## config.mk

```make
export PLATFORM = sky130hd
export DESIGN_NAME = commit_unit_flat
export DESIGN_NICKNAME = d
export VERILOG_FILES = /design/src/rtl/commit_unit_if.sv /design/src/rtl/commit_unit.sv /design/src/flat_wrapper.sv
export SDC_FILE = /design/constraint.sdc
export NUM_CORES = 1
export LEC_CHECK = 0
export ABC_AREA = 1
export CAP_MARGIN = 20
export CORE_MARGIN = 2
export CORE_UTILIZATION = 47
export DETAILED_ROUTE_END_ITERATION = 10
export PLACE_DENSITY = 0.87
export SYNTH_ARGS = -nofsm -noshare
export SYNTH_HDL_FRONTEND = slang
export SYNTH_SLANG_ARGS = --single-unit
```

## constraint.sdc

```tcl
create_clock -name clk -period 4.2 [get_ports clk]
set_input_delay 0.42 -clock clk [delete_from_list [all_inputs] [get_ports clk]]
set_output_delay 0.42 -clock clk [all_outputs]
set_load 0.01 [all_outputs]
```

## src/rtl/commit_unit_if.sv

```systemverilog
// Commit port between the reorder buffer and the commit unit.
// The ROB drives the packet fields; the commit unit answers with the stall.
interface commit_unit_if;
    logic        in_ready;
    logic [31:0] in_value;
    logic [31:0] in_miss_addr;
    logic [31:0] in_PC;
    logic [4:0]  in_rd;
    logic [2:0]  in_exception;
    logic [2:0]  in_instr_type;
    logic        out_stall;

    modport master (
        output in_ready, in_value, in_miss_addr, in_PC, in_rd, in_exception, in_instr_type,
        input  out_stall
    );

    modport slave (
        input  in_ready, in_value, in_miss_addr, in_PC, in_rd, in_exception, in_instr_type,
        output out_stall
    );
endinterface

```

## src/rtl/commit_unit.sv

```systemverilog
// In-order commit stage: register writeback, retirement count, exception entry and IRET,
// with a fixed ROB stall window after every flush.
//
// state   | meaning
// RUN     | commit packets accepted, out_stall low
// RECOVER | post-flush window, packets ignored, out_stall high
module commit_unit #(
    parameter logic [31:0] HANDLER_PC   = 32'h0000_2000,
    parameter int          FLUSH_CYCLES = 2
) (
    input  logic        clk,
    input  logic        reset,
    commit_unit_if.slave cmt,
    output logic        out_rf_we,
    output logic [4:0]  out_rf_rd,
    output logic [31:0] out_rf_value,
    output logic        out_flush,
    output logic        out_redirect,
    output logic [31:0] out_redirect_PC,
    output logic [31:0] out_rm0,
    output logic [31:0] out_rm1,
    output logic [2:0]  out_rm2,
    output logic        out_supervisor,
    output logic [31:0] out_retired
);
    localparam int CW = (FLUSH_CYCLES > 1) ? $clog2(FLUSH_CYCLES) : 1;
    localparam logic [CW-1:0] CNT_LOAD = CW'(FLUSH_CYCLES - 1);

    typedef enum logic {RUN, RECOVER} state_t;

    state_t        state, state_nxt;
    logic [CW-1:0] cnt, cnt_nxt;

    logic        rf_we_nxt, flush_nxt, redirect_nxt, sup_nxt, stall_nxt;
    logic [4:0]  rf_rd_nxt;
    logic [31:0] rf_value_nxt, redirect_pc_nxt, rm0_nxt, rm1_nxt, retired_nxt;
    logic [2:0]  rm2_nxt;

    logic [2:0]  cause;
    logic        is_iret, take_exc, writes_rf;

    // Reserved causes collapse to illegal; IRET from user mode is also illegal.
    assign cause     = (cmt.in_exception >= 3'd3) ? 3'd3 : cmt.in_exception;
    assign is_iret   = (cmt.in_instr_type == 3'd5);
    assign take_exc  = (cause != 3'd0) || (is_iret && !out_supervisor);
    assign writes_rf = (cmt.in_instr_type != 3'd3) && (cmt.in_instr_type != 3'd4);

    always_comb begin
        state_nxt       = state;
        cnt_nxt         = cnt;
        rf_we_nxt       = 1'b0;
        rf_rd_nxt       = out_rf_rd;
        rf_value_nxt    = out_rf_value;
        flush_nxt       = 1'b0;
        redirect_nxt    = 1'b0;
        redirect_pc_nxt = out_redirect_PC;
        rm0_nxt         = out_rm0;
        rm1_nxt         = out_rm1;
        rm2_nxt         = out_rm2;
        sup_nxt         = out_supervisor;
        retired_nxt     = out_retired;
        case (state)
            RUN: begin
                if (cmt.in_ready) begin
                    if (take_exc) begin
                        rm0_nxt         = cmt.in_PC;
                        rm1_nxt         = cmt.in_miss_addr;
                        rm2_nxt         = (cause != 3'd0) ? cause : 3'd3;
                        sup_nxt         = 1'b1;
                        flush_nxt       = 1'b1;
                        redirect_nxt    = 1'b1;
                        redirect_pc_nxt = HANDLER_PC;
                        state_nxt       = RECOVER;
                        cnt_nxt         = CNT_LOAD;
                    end else if (is_iret) begin
                        sup_nxt         = 1'b0;
                        flush_nxt       = 1'b1;
                        redirect_nxt    = 1'b1;
                        redirect_pc_nxt = out_rm0;
                        retired_nxt     = out_retired + 32'd1;
                        state_nxt       = RECOVER;
                        cnt_nxt         = CNT_LOAD;
                    end else begin
                        retired_nxt = out_retired + 32'd1;
                        if (writes_rf && cmt.in_rd != 5'd0) begin
                            rf_we_nxt    = 1'b1;
                            rf_rd_nxt    = cmt.in_rd;
                            rf_value_nxt = cmt.in_value;
                        end
                    end
                end
            end
            RECOVER: begin
                if (cnt == '0) state_nxt = RUN;
                else           cnt_nxt   = cnt - 1'b1;
            end
            default: state_nxt = RUN;
        endcase
        stall_nxt = (state_nxt == RECOVER);
    end

    always_ff @(posedge clk) begin
        if (reset) begin
            state           <= RUN;
            cnt             <= '0;
            cmt.out_stall   <= 1'b0;
            out_rf_we       <= 1'b0;
            out_rf_rd       <= 5'd0;
            out_rf_value    <= 32'd0;
            out_flush       <= 1'b0;
            out_redirect    <= 1'b0;
            out_redirect_PC <= 32'd0;
            out_rm0         <= 32'd0;
            out_rm1         <= 32'd0;
            out_rm2         <= 3'd0;
            out_supervisor  <= 1'b1;
            out_retired     <= 32'd0;
        end else begin
            state           <= state_nxt;
            cnt             <= cnt_nxt;
            cmt.out_stall   <= stall_nxt;
            out_rf_we       <= rf_we_nxt;
            out_rf_rd       <= rf_rd_nxt;
            out_rf_value    <= rf_value_nxt;
            out_flush       <= flush_nxt;
            out_redirect    <= redirect_nxt;
            out_redirect_PC <= redirect_pc_nxt;
            out_rm0         <= rm0_nxt;
            out_rm1         <= rm1_nxt;
            out_rm2         <= rm2_nxt;
            out_supervisor  <= sup_nxt;
            out_retired     <= retired_nxt;
        end
    end
endmodule

```

## src/flat_wrapper.sv

```systemverilog
// flat-port wrapper written by rule: the top's interface ports become plain ports
module commit_unit_flat 
#(
    parameter logic [31:0] HANDLER_PC   = 32'h0000_2000,
    parameter int          FLUSH_CYCLES = 2
)
  (clk, reset, out_rf_we, out_rf_rd, out_rf_value, out_flush, out_redirect, out_redirect_PC, out_rm0, out_rm1, out_rm2, out_supervisor, out_retired, cmt_in_ready, cmt_in_value, cmt_in_miss_addr, cmt_in_PC, cmt_in_rd, cmt_in_exception, cmt_in_instr_type, cmt_out_stall);
  commit_unit_if cmt_i ();
  input  logic clk;
  input  logic reset;
  output logic out_rf_we;
  output logic [4:0] out_rf_rd;
  output logic [31:0] out_rf_value;
  output logic out_flush;
  output logic out_redirect;
  output logic [31:0] out_redirect_PC;
  output logic [31:0] out_rm0;
  output logic [31:0] out_rm1;
  output logic [2:0] out_rm2;
  output logic out_supervisor;
  output logic [31:0] out_retired;
  input wire logic [$bits(cmt_i.in_ready)-1:0] cmt_in_ready;
  input wire logic [$bits(cmt_i.in_value)-1:0] cmt_in_value;
  input wire logic [$bits(cmt_i.in_miss_addr)-1:0] cmt_in_miss_addr;
  input wire logic [$bits(cmt_i.in_PC)-1:0] cmt_in_PC;
  input wire logic [$bits(cmt_i.in_rd)-1:0] cmt_in_rd;
  input wire logic [$bits(cmt_i.in_exception)-1:0] cmt_in_exception;
  input wire logic [$bits(cmt_i.in_instr_type)-1:0] cmt_in_instr_type;
  output wire logic [$bits(cmt_i.out_stall)-1:0] cmt_out_stall;
  assign cmt_i.in_ready = cmt_in_ready;
  assign cmt_i.in_value = cmt_in_value;
  assign cmt_i.in_miss_addr = cmt_in_miss_addr;
  assign cmt_i.in_PC = cmt_in_PC;
  assign cmt_i.in_rd = cmt_in_rd;
  assign cmt_i.in_exception = cmt_in_exception;
  assign cmt_i.in_instr_type = cmt_in_instr_type;
  assign cmt_out_stall = cmt_i.out_stall;
  commit_unit #(.HANDLER_PC(HANDLER_PC), .FLUSH_CYCLES(FLUSH_CYCLES)) u_core (.clk(clk), .reset(reset), .cmt(cmt_i), .out_rf_we(out_rf_we), .out_rf_rd(out_rf_rd), .out_rf_value(out_rf_value), .out_flush(out_flush), .out_redirect(out_redirect), .out_redirect_PC(out_redirect_PC), .out_rm0(out_rm0), .out_rm1(out_rm1), .out_rm2(out_rm2), .out_supervisor(out_supervisor), .out_retired(out_retired));
endmodule
```

=== Word-level counts from Yosys, hierarchy flattened ===
Index checks and enable logic that the tools add are counted.

* $add $sub $neg: 2
* Order comparisons: 1
* Equal/unequal tests: 5
* Multiplexer cells: 17
* Bitwise operators: 4
* Reduce and logical (&&, ||, !) cells: 15

{| class="wikitable"
|+ Operators by type and width
! kind !! number
|-
| 32-bit two-way mux || 2
|-
| 32-bit by 1-bit adder with 32-bit output, second input constant || 1
|-
| 1-bit two-way mux || 11
|-
| 3-bit AND reduction || 3
|-
| 3-bit two-way mux || 2
|-
| 5-bit AND reduction || 1
|-
| 5-bit nonzero test || 1
|-
| 5-bit OR reduction || 1
|-
| 1-bit inverter || 4
|-
| 1-bit case mux with 2 select lines || 2
|-
| 3-bit == test, second input constant || 1
|-
| 3-bit by 2-bit greater-or-equal comparator with 1-bit output, second input constant || 1
|-
| 1-bit logical AND || 3
|-
| 3-bit by 1-bit inequality test with 1-bit output, second input constant || 1
|-
| 3-bit by 2-bit inequality test with 1-bit output, second input constant || 1
|-
| 3-bit inequality test, second input constant || 1
|-
| 3-bit nonzero test || 1
|-
| 2-bit inequality test, second input constant || 1
|-
| 2-bit AND reduction || 1
|-
| 2-bit nonzero test || 1
|-
| 2-bit OR reduction || 1
|-
| 1-bit logical NOT || 1
|-
| 1-bit logical OR || 1
|-
| 1-bit subtractor, second input constant || 1
|}

* Flip-flop bits (word level): 173
* Input port bits: 110

=== Longest topological paths before layout ===
* Word-level depth: 7
* Depth in mapped cells: 10
* Depth with buffers taken out: 10

=== Worst setup path after synthesis ===
Ideal clock, no wire load.

* Path kind: reg-to-reg
* Start: register u_core.out_retired[0]
* End: register u_core.out_retired[22]
* Arrival time: 1.440 ns
* Data required time: 4.087 ns
* Setup slack: 2.648 ns
* Stages on the path, launching flop included: 11
* Path buffers: 0
* Period minus slack after synthesis: 1.552 ns
* Cell sequence: dfxtp_1 ha_1 nand3_1 nor2_1 nand2_1 nor2_1 nand2_1 nor2_1 nand2_1 nand2_1 nor2_1

* Longest elaborated chain between the ends: 1

{| class="wikitable"
|+ RTL lines
! item !! line !! text
|-
| from (decl) || commit_unit.sv:24 || <nowiki>output logic [31:0] out_retired</nowiki>
|-
| from (signal assigned) || commit_unit.sv:132 || <nowiki>out_retired <= retired_nxt;</nowiki>
|-
| 32-bit by 1-bit adder with 32-bit output || commit_unit.sv:80, commit_unit.sv:84 ||
|}

Every way passes these cells.
A chain may end at the register's enable or synchronous reset.

=== Worst setup path in the final report ===
* Start: input cmt_in_instr_type[1]
* End: register u_core.out_retired[22]

* Longest elaborated chain between the ends: 5

{| class="wikitable"
|+ RTL lines
! item !! line !! text
|-
| from (decl) || flat_wrapper.sv:28 || <nowiki>input wire logic [$bits(cmt_i.in_instr_type)-1:0] cmt_in_instr_type;</nowiki>
|-
| 3-bit == test || commit_unit.sv:44 || <nowiki>assign is_iret = (cmt.in_instr_type == 3'd5);</nowiki>
|-
| 1-bit logical AND || commit_unit.sv:45 || <nowiki>assign take_exc = (cause != 3'd0) || (is_iret && !out_supervisor);</nowiki>
|-
| 1-bit logical OR || commit_unit.sv:45 ||
|-
| 1-bit inverter (no line) || -- ||
|-
| 3-bit AND reduction (no line) || -- ||
|}

Every way passes these cells.

==> PnR_summary.wiki <==
{| class="wikitable"
! Metric !! Value
|-
| Run status || finished clean
|-
| FMAX || 425 MHz
|-
| Number of register bits inferred by synthesis || 173
|-
| Slew at the pin with the worst max-slew slack || 979 ps
|-
| All-Layer GR Usage || 26.6%
|-
| Worst slew margin relative to its limit || 34.8%
|-
| Sequential fraction of the synthesis area || 49.8%
|-
| Clock period minus final worst setup slack || 2350 ps
|-
| # setup viols final || 0
|-
| Max-cap check violation count || 0
|-
| Routed Wire Length || 21000 um
|-
| Max clock buf depth || 2
|-
| Antenna Nets Post-Route || 0
|-
| Clock transition at the registers of the reported paths || 70 ps
|-
| Root Buffer || clkbuf_16
|-
| Number of hold-repair buffers added at the cts stage || 0
|-
| Hold path depth || 2
|-
| Global-route track usage on met1 || 30.6%
|-
| Final HPWL from detailed placement || 14300 um
|-
| Total number of clock tree sinks || 173
|-
| Total count of hold-check failures in the final report || 0
|-
| Buffers inserted by post-CTS timing repair || 0
|-
| Gr busiest metal || met2
|-
| Clock buffers created by TritonCTS || 17
|-
| Power per standard cell area || 372 nW/um^2
|-
| Number of detailed-routing iterations run before antenna repair || 5
|-
| Largest area contributor in the netlist || dfxtp_1
|-
| DR vias || 7193
|-
| Most common cell type on the critical path || nand2_1
|-
| GR Layer Usage met3 || 9.77%
|-
| Max incr delay on CP || 610 ps
|-
| Clock insertion delay at the later pin of the skew report || 420 ps
|-
| Placed Instances || 1353
|-
| CTS H-tree lvls || 4
|-
| Sum of overflow across all layers after global routing || 0
|-
| Critical path type || in -> reg
|-
| Cells along the critical path || clkdlybuf4s50_1 > inv_1 > nand4_1 > nand3_2 > inv_1 > nand2_1 > nor2_1 > nand2_1 > nand2_1 > nor2_1
|-
| Die area || 15800 sq um
|-
| Final max-slew violation count || 0
|-
| List of most frequent post-synthesis cells || 260 x nor2_1, 173 x dfxtp_1, 138 x nand2_1, 91 x nand3_1, 69 x o21ai_0
|-
| Chip width || 126 um
|-
| Number of cells on the worst reg-to-reg path || 9
|-
| RSZ-0062 raised after global routing || no
|-
| Class of the tightest hold or removal check || reg -> reg
|-
| Post-synth EDFFs || 0
|-
| Netlist area before placement || 6960 sq um
|-
| Final weighted congestion of routability-driven global placement || 0.858
|-
| Most numerous cell in the Yosys netlist || nor2_1
|-
| Clock tree from TritonCTS || done
|-
| Nets || 1299
|-
| Global-route wire length before repair || 34400 um
|-
| Initial antenna violation count || 0
|-
| Initial cell density of the core || 48.0%
|-
| Synthesized instance count || 931
|-
| Top_reg_cell synth || dfxtp_1
|-
| Nets in the synthesized netlist || 1042
|-
| Type of element launching the critical path || input port
|-
| Largest net degree at the start of global routing || 87
|-
| PostCTS Resize Cnt || 0
|-
| Dominant cells by area after synthesis || dfxtp_1 50%, nor2_1 14%, nand2_1 7.4%
|-
| Number of library cell types mapped by synthesis || 36
|-
| Worst endpoint required time || 4520 ps
|-
| Proportion of layout cells with a drive suffix above 1 || 5.25%
|-
| Syn. warnings || 0
|-
| Clock skew after layout || 13.1 ps
|-
| Post-synth ARST share || 0%
|-
| Antenna cells || 0
|-
| Proportion of netlist area held by the largest area contributor || 49.8%
|-
| Static Leakage || 4.20 nW
|-
| Category of the worst setup path capture point || register
|-
| Port Buffers || 282
|-
| Via-to-Cell Ratio || 5.19
|-
| Global-route track usage on met2 || 45.5%
|-
| Critical-path top delay cell || inv_1
|-
| Sum of negative setup slack || 0 ps
|-
| Post-route insts no fill || 1385
|-
| Num rows || 44
|-
| Area inside the core boundary || 14500 sq um
|-
| Worst IR drop on VDD || 276 uV
|-
| Wire length per cell || 15.2 um
|-
| Die outline height || 126 um
|-
| Area added between synthesis and finish || 50.4%
|-
| Avg Synthesized Cell Area || 7.47 sq um
|-
| Number of placed I/O pins || 283
|-
| Number of inserted filler cells in the final layout || 1087
|-
| Storage cell area || 3460 sq um
|-
| Endpoint arrival time on the critical path || 2670 ps
|-
| Via count of the first global-routing pass || 6867
|-
| Final worst path period share || 56.0%
|-
| Maximum fanout along the worst path || 23
|-
| Area occupied by multi-input gates || 3090 sq um
|-
| DRC Markers || 0
|-
| Iter 0 DRT Violations || 415
|}
## registers in the layout (all words and copies together), names as in the netlist
name	flops
u_core.out_redirect_PC	32
u_core.out_retired	32
u_core.out_rf_value	32
u_core.out_rm0	32
u_core.out_rm1	32
u_core.out_rf_rd	5
u_core.out_rm2	3
u_core.cnt	1
u_core.out_flush	1
u_core.out_rf_we	1
u_core.out_supervisor	1
u_core.state	1
## path summary, 6_finish.rpt
kind	slack, ps	to	from
setup / recovery	1850	u_core.out_retired[22]$_SDFFE_PP0P_	cmt_in_instr_type[1]
hold / removal	450	u_core.out_rm2[2]$_SDFFE_PP0P_	u_core.out_rm2[2]$_SDFFE_PP0P_
setup reg to reg	1960	u_core.out_retired[22]$_SDFFE_PP0P_	u_core.out_supervisor$_SDFFE_PP1P_
hold reg to reg	450	u_core.out_rm2[2]$_SDFFE_PP0P_	u_core.out_rm2[2]$_SDFFE_PP0P_
## critical path, delay by kind of cell
| family | cells | cell delay, ps |
|---|---|---|
| buf+inv | 3 | 1160 |
| simple gates | 7 | 1090 |
## final cells by class
type	count	share of cell area, %
Timing Repair Buffer	292	27.8
Clock buffer	20	4.46
Sequential cell	173	33.1
Tap cell	184	2.20
Inverter	40	1.46
Multi-Input combinational cell	664	29.5
Clock inverter	12	1.42
## cell usage in the layout, fill, tap and decap left out, drive strengths merged
cell type,netlist,layout
clkdlybuf4s50,0,282
nor2,266,266
dfxtp,173,173
nand2,141,141
nand3,92,92
o21ai,71,71
inv,40,45
nand3b,36,36
clkbuf,23,20
nor3,14,14
a21oi,13,13
nand4,10,10
buf,31,10
xor2,5,5
xnor2,4,4
clkinv,0,4
a31oi,3,3
nor3b,2,2
o31ai,2,2
bufinv,0,2
o21a,1,1
and3,1,1
nor4,1,1
o211ai,1,1
ha,1,1
clkinvlp,0,1
## through the flow
stage	utilization [%]	hold slack (ps)	cell area [sq um]	setup WS, ps	total power (W)
final	72.3	449	10500	1850	0.00389
after global routing	72.3	480	10500	1680	0.00405
after CTS	72.3	454	10500	1900	0.00392
after detailed placement	68.0	445	9850	1470	0.00231
after global placement	67.9	440	9830	1510	0.00230
after floorplan	-	445	6960	2650	0.00201
## routing by layer
metal,share of wire (%),wire length (um)
met3,9.2,1930
met2,48,10100
met5,0,0
met1,40,8500
met4,2.2,471
## report_power, final
| part | internal [W] | total [W] | switching (W) |
|---|---|---|---|
| clock | 0.000940 | 0.00161 | 0.000672 |
| sequential | 0.00171 | 0.00176 | 0.0000449 |
| combinational | 0.000269 | 0.000521 | 0.000251 |
| total | 0.00292 | 0.00389 | 0.000968 |
## logic make-up after synthesis
group | count (synthesis) | synth area share, %
and+or+nand+nor | 563 | 35.9
DFF | 173 | 49.8
buffers and inverters | 94 | 5.97
AOI/OAI and AO/OA | 91 | 7.02
xor gates and xnor gates | 9 | 1.13
adders and majority gates | 1 | 0.180
Power figures use the tool's default switching activity.
